$ cat src/rtl/dmem_shadow_pkg.sv
// Shared types for the data-memory shadow model.
// Holds the ready FSM state encoding and the byte-lane merge helper.
package dmem_shadow_pkg;

    typedef enum logic [1:0] {
        IDLE,
        WAIT,
        ACK
    } state_t;

    // One byte lane of a strobed write: take the new byte when enabled.
    function automatic logic [7:0] lane_merge(
        input logic [7:0] old_b,
        input logic [7:0] new_b,
        input logic       en
    );
        return en ? new_b : old_b;
    endfunction

endpackage

$ cat src/rtl/dmem_shadow_slot.sv
// One tracked word: shadow data, per-byte written mask, address compare.
// Ports: clock/reset, track_addr, mem_addr, wdata/wstrb/we in; match, data, mask out.
module dmem_shadow_slot
    import dmem_shadow_pkg::*;
#(
    parameter int XLEN = 32
) (
    input  logic              clock,
    input  logic              reset,
    input  logic [XLEN-1:0]   track_addr,
    input  logic [XLEN-1:0]   mem_addr,
    input  logic [XLEN-1:0]   wdata,
    input  logic [XLEN/8-1:0] wstrb,
    input  logic              we,
    output logic              match,
    output logic [XLEN-1:0]   data,
    output logic [XLEN/8-1:0] mask
);

    localparam int NB = XLEN / 8;
    // Clears the byte-offset bits so both sides compare as word addresses.
    localparam logic [XLEN-1:0] AMASK = ~(XLEN'(NB - 1));

    assign match = (track_addr & AMASK) == (mem_addr & AMASK);

    always_ff @(posedge clock) begin
        if (reset) begin
            data <= '0;
            mask <= '0;
        end else if (we) begin
            for (int b = 0; b < NB; b++) begin
                data[b*8 +: 8] <= lane_merge(data[b*8 +: 8],
                                             wdata[b*8 +: 8], wstrb[b]);
            end
            mask <= mask | wstrb;
        end
    end

endmodule

$ cat src/rtl/dmem_shadow_multi.sv
// Shadow model of NUM_WORDS data words on the core memory port, with ready generation.
// Ports: clock, reset, track_addr, ready_delay, mem_* in; mem_ready, exp_*, hit, *_err, rd_mismatch out.
module dmem_shadow_multi
    import dmem_shadow_pkg::*;
#(
    parameter int XLEN      = 32,
    parameter int NUM_WORDS = 4,
    parameter int MAX_WAIT  = 15,
    localparam int CW       = $clog2(MAX_WAIT + 2),
    localparam int NB       = XLEN / 8
) (
    input  logic                      clock,
    input  logic                      reset,
    input  logic [NUM_WORDS*XLEN-1:0] track_addr,
    input  logic [CW-1:0]             ready_delay,
    input  logic                      mem_valid,
    input  logic [XLEN-1:0]           mem_addr,
    input  logic [XLEN-1:0]           mem_wdata,
    input  logic [NB-1:0]             mem_wstrb,
    input  logic [XLEN-1:0]           mem_rdata,
    output logic                      mem_ready,
    output logic [XLEN-1:0]           exp_rdata,
    output logic [NB-1:0]             exp_mask,
    output logic                      hit,
    output logic                      rd_mismatch,
    output logic                      proto_err,
    output logic                      stall_err
);

    localparam logic [CW-1:0] STALL_MAX = CW'(MAX_WAIT + 1);

    logic [NUM_WORDS-1:0] match;
    logic [NUM_WORDS-1:0] we;
    logic [XLEN-1:0]      slot_data [NUM_WORDS];
    logic [NB-1:0]        slot_mask [NUM_WORDS];

    state_t          state;
    logic [CW-1:0]   cnt;
    logic [CW-1:0]   stall_cnt;
    logic [XLEN-1:0] cap_addr;
    logic [XLEN-1:0] cap_wdata;
    logic [NB-1:0]   cap_wstrb;

    logic fire;
    logic is_read;
    logic diff_any;

    // Zero-delay requests are acknowledged combinationally from IDLE.
    assign mem_ready = (state == ACK) ||
                       (mem_valid && state == IDLE && ready_delay == '0);
    assign fire      = mem_valid && mem_ready && !reset;
    assign is_read   = (mem_wstrb == '0);

    for (genvar i = 0; i < NUM_WORDS; i++) begin : g_slot
        dmem_shadow_slot #(
            .XLEN (XLEN)
        ) u_slot (
            .clock      (clock),
            .reset      (reset),
            .track_addr (track_addr[i*XLEN +: XLEN]),
            .mem_addr   (mem_addr),
            .wdata      (mem_wdata),
            .wstrb      (mem_wstrb),
            .we         (we[i]),
            .match      (match[i]),
            .data       (slot_data[i]),
            .mask       (slot_mask[i])
        );
    end

    // Lowest matching slot owns the access; duplicates stay untouched.
    always_comb begin
        hit       = 1'b0;
        exp_rdata = '0;
        exp_mask  = '0;
        we        = '0;
        for (int i = 0; i < NUM_WORDS; i++) begin
            if (match[i] && !hit) begin
                hit       = 1'b1;
                exp_rdata = slot_data[i];
                exp_mask  = slot_mask[i];
                we[i]     = fire;
            end
        end
    end

    // Only bytes already written are compared against the returned data.
    always_comb begin
        diff_any = 1'b0;
        for (int b = 0; b < NB; b++) begin
            if (exp_mask[b] && exp_rdata[b*8 +: 8] != mem_rdata[b*8 +: 8]) begin
                diff_any = 1'b1;
            end
        end
    end

    always_ff @(posedge clock) begin
        if (reset) begin
            state       <= IDLE;
            cnt         <= '0;
            stall_cnt   <= '0;
            cap_addr    <= '0;
            cap_wdata   <= '0;
            cap_wstrb   <= '0;
            rd_mismatch <= 1'b0;
            proto_err   <= 1'b0;
            stall_err   <= 1'b0;
        end else begin
            rd_mismatch <= fire && is_read && hit && diff_any;

            if (state == IDLE && mem_valid) begin
                cap_addr  <= mem_addr;
                cap_wdata <= mem_wdata;
                cap_wstrb <= mem_wstrb;
            end

            if (state != IDLE &&
                (!mem_valid || mem_addr != cap_addr ||
                 mem_wdata != cap_wdata || mem_wstrb != cap_wstrb)) begin
                proto_err <= 1'b1;
            end

            if (!mem_valid || fire) begin
                stall_cnt <= '0;
            end else if (stall_cnt != STALL_MAX) begin
                stall_cnt <= stall_cnt + 1'b1;
                if (stall_cnt == STALL_MAX - 1'b1) begin
                    stall_err <= 1'b1;
                end
            end

            case (state)
                IDLE: begin
                    if (mem_valid && ready_delay != '0) begin
                        cnt   <= ready_delay;
                        state <= (ready_delay == CW'(1)) ? ACK : WAIT;
                    end
                end
                WAIT: begin
                    if (!mem_valid) begin
                        state <= IDLE;
                    end else begin
                        cnt <= cnt - 1'b1;
                        if (cnt == CW'(2)) begin
                            state <= ACK;
                        end
                    end
                end
                ACK:     state <= IDLE;
                default: state <= IDLE;
            endcase
        end
    end

endmodule

$ cat config.mk
export PLATFORM = sky130hd
export DESIGN_NAME = dmem_shadow_multi
export DESIGN_NICKNAME = d
export VERILOG_FILES = /design/src/rtl/dmem_shadow_pkg.sv /design/src/rtl/dmem_shadow_slot.sv /design/src/rtl/dmem_shadow_multi.sv
export SDC_FILE = /design/constraint.sdc
export NUM_CORES = 1
export LEC_CHECK = 0
export BUFFER_PORTS_ARGS = -buffer_cell sky130_fd_sc_hd__buf_2
export CAP_MARGIN = 10
export CORE_ASPECT_RATIO = 1.75
export CORE_UTILIZATION = 55
export CTS_CLUSTER_DIAMETER = 100
export DETAILED_ROUTE_END_ITERATION = 10
export MAX_ROUTING_LAYER = met4
export PLACE_DENSITY = 0.9
export SLEW_MARGIN = 20
export SYNTH_ARGS = -nofsm -noshare
export SYNTH_HDL_FRONTEND = slang
export SYNTH_SLANG_ARGS = --single-unit
$ cat constraint.sdc
create_clock -name clock -period 4.8 [get_ports clock]
set_input_delay 0.72 -clock clock [delete_from_list [all_inputs] [get_ports clock]]
set_output_delay 0.72 -clock clock [all_outputs]
set_load 0.05 [all_outputs]
==> impl_metrics.ini <==
[timing]
fin_crit_sh_pct = 93.5
setup_viol = 0
maxSlewViolCount = 0
finalSetupTns_ns = 0
whs_ns = 0.450
post-route-min-period_ns = 4.49
max_slew.worst_pin.slew_ns = 0.977
relSlewSlack_pct = 34.7
worst_clock_skew_ns = 0.0189
hold_viol_final = 0
timing.fmax_mhz = 223
rsz0062_at_grt = false
fin_ws_ns = 0.314

[layout]
postLayoutCoreUtil_pct = 65.8
layout-drive-gt1-share_pct = 18.4
final_nets = 2182
seq_area_um2 = 4540
syn_to_final_growth_pct = 17.4
nFillCells = 1994
multi_input_area_um2 = 7410

[die]
rows = 73
start_util_pct = 56.1
core_area_um2 = 22700
fp.dieH_um = 203
die_x_um = 117
io_pins = 277
die_area_um2 = 23700

[global_route]
grt_pass1_vias = 13500
antenna_found_initial = 2
grt_max_degree = 88
grt_use_total_pct = 40.1
overflow = 0
grt_pass1_wl_um = 70300

[yosys]
synthArstFlopShare_pct = 0
ys_seq_elements = 227
synth_flop_cell = dfxtp_1
syn_area_per_cell_um2 = 7.32
syn-cell-area_um2 = 12700
synth_most_common_cell = nand2_1
synthTopCellsByCount = nand2_1, a21oi_1, dfxtp_1
synth-edff-count = 0
yosysTopAreaCell = dfxtp_1
synth_seq_area_share_pct = 35.8
synth_top_cell_area_share_pct = 35.8
synthTopCellsByArea = dfxtp_1, nand2_1, a21oi_1
syn_nets = 1976
syn_inst = 1735
synthDistinctLibCells = 74
ys_warn_count = 0

[clock_network]
ctsHoldBuffers = 0
cts.sinks = 227
clock_path_buffers = 3
htreeDepth = 1
cts.reportedPaths.clkPinSlew_ns = 0.07
clock_latency_ns = 0.53
numCtsBuffers = 21
post_cts_buffers = 0
postCtsResizedCells = 0
cts_tree = done
cts-root-buf = clkbuf_16

[pwr]
powerDensity_nw_per_um2 = 283
p_leak_uw = 0.00580
vdd_drop_max_v = 0.000233

[flow_run]
cap_viol_max_count = 0

[detailed_routing]
ant_nets = 0
wl_per_cell_um = 20.6
drc = 0
firstDrtPassIters = 6
num_vias = 14000
drtIter0Drc = 1520
finalWirelength_um = 46500
viasPerCell = 6.22

[min_path]
hold_class = flip-flop to flip-flop

[worst_setup_path]
end_kind = output pin
crit_arrival_ns = 3.77
critPathRequiredTime_ns = 4.08
critPathLaunchType = input port
critical_path.max_fanout = 14
critPathKind = input port to output pin

[run_status]
outcome = finished clean

[placement]
io_buffers = 268
place_hpwl_um = 35000
gp_congestion = 0.992
place_ws_ns = 0.477
-- through the flow --
| step | std cells | instance area, µm² | power, µW |
|---|---|---|---|
| 2_1_floorplan | 1735 | 12700 | 2330 |
| 3_3_place_gp | 2218 | 14200 | 2540 |
| 3_5_place_dp | 2218 | 14200 | 2560 |
| 4_1_cts | 2255 | 14900 | 4210 |
| 5_1_grt | 2257 | 14900 | 4340 |
| 6_report | 2257 | 14900 | 4220 |
-- worst max-delay path, stage by stage --
cell      delay (ns)
buf_2           0.18
xnor2_1         0.35
nand4_1         0.16
nor4_2          0.57
buf_4           0.26
nand2_1         0.38
a311oi_1        0.73
o21ai_0         0.16
buf_2           0.24
-- worst paths after layout --
check | slack (ns) | end | start | cells after the start
worst min register to register | 0.45 | g_slot[2].u_slot.data[25] | g_slot[2].u_slot.data[25] | 2
worst min-delay path | 0.45 | g_slot[2].u_slot.data[25] | g_slot[2].u_slot.data[25] | 2
worst max-delay path | 0.31 | exp_rdata[24] | mem_addr[14] | 9
worst max register to register | 2.28 | rd_mismatch | g_slot[1].u_slot.data[1] | 8
-- cells by family after synthesis --
group | after synthesis | share of synthesized area (%)
flops | 227 | 35.8
simple gates | 715 | 24.3
compound gates | 435 | 21.5
mux | 2 | 0.158
xor+xnor | 168 | 11.6
fa+ha+maj | 5 | 0.493
buf+inv | 183 | 6.12
-- final cells by class --
cell class	count	area share [%]
antenna	2	0.0336
multi-input combinational	1325	49.7
tap	300	2.52
inverter	63	1.59
timing repair buffer	303	11.1
sequential	227	30.5
clock inverter	9	0.529
clock buffer	28	4.04
-- sequential cells by signal, summed over array words and instances, names as in the netlist --
register / flops
rd_mismatch: 1
g_slot.u_slot.mask: 16
stall_err: 1
state: 2
cap_wdata: 32
proto_err: 1
g_slot.u_slot.data: 128
cap_wstrb: 4
cnt: 5
cap_addr: 32
stall_cnt: 5
-- report_power, final --
part,switching (µW),internal [µW],total [µW]
Sequential,30.4,1930,1960
Combinational,354,221,575
Clock,752,937,1690
-- cells in the final DEF (no fill, tap or decap), types with 36 or more instances in the layout --
cell,instances
nor2_1,100
dfxtp_1,227
xor2_1,78
buf_2,267
nand3_1,69
xnor2_1,90
nand4_1,36
nand2_1,426
inv_1,63
a21oi_1,230
-- layer usage --
| layer | vias up | track usage, % | share of wire (%) |
|---|---|---|---|
| met1 | 6401 | 39.2 | 32 |
| met4 | 0 | 33.5 | 9.8 |
| li1 | 6402 | - | - |
| met3 | 295 | 8.12 | 9.5 |
| met5 | - | - | 0 |
| met2 | 937 | 66.8 | 49 |
Note: power is estimated with default switching activity, not from simulation.
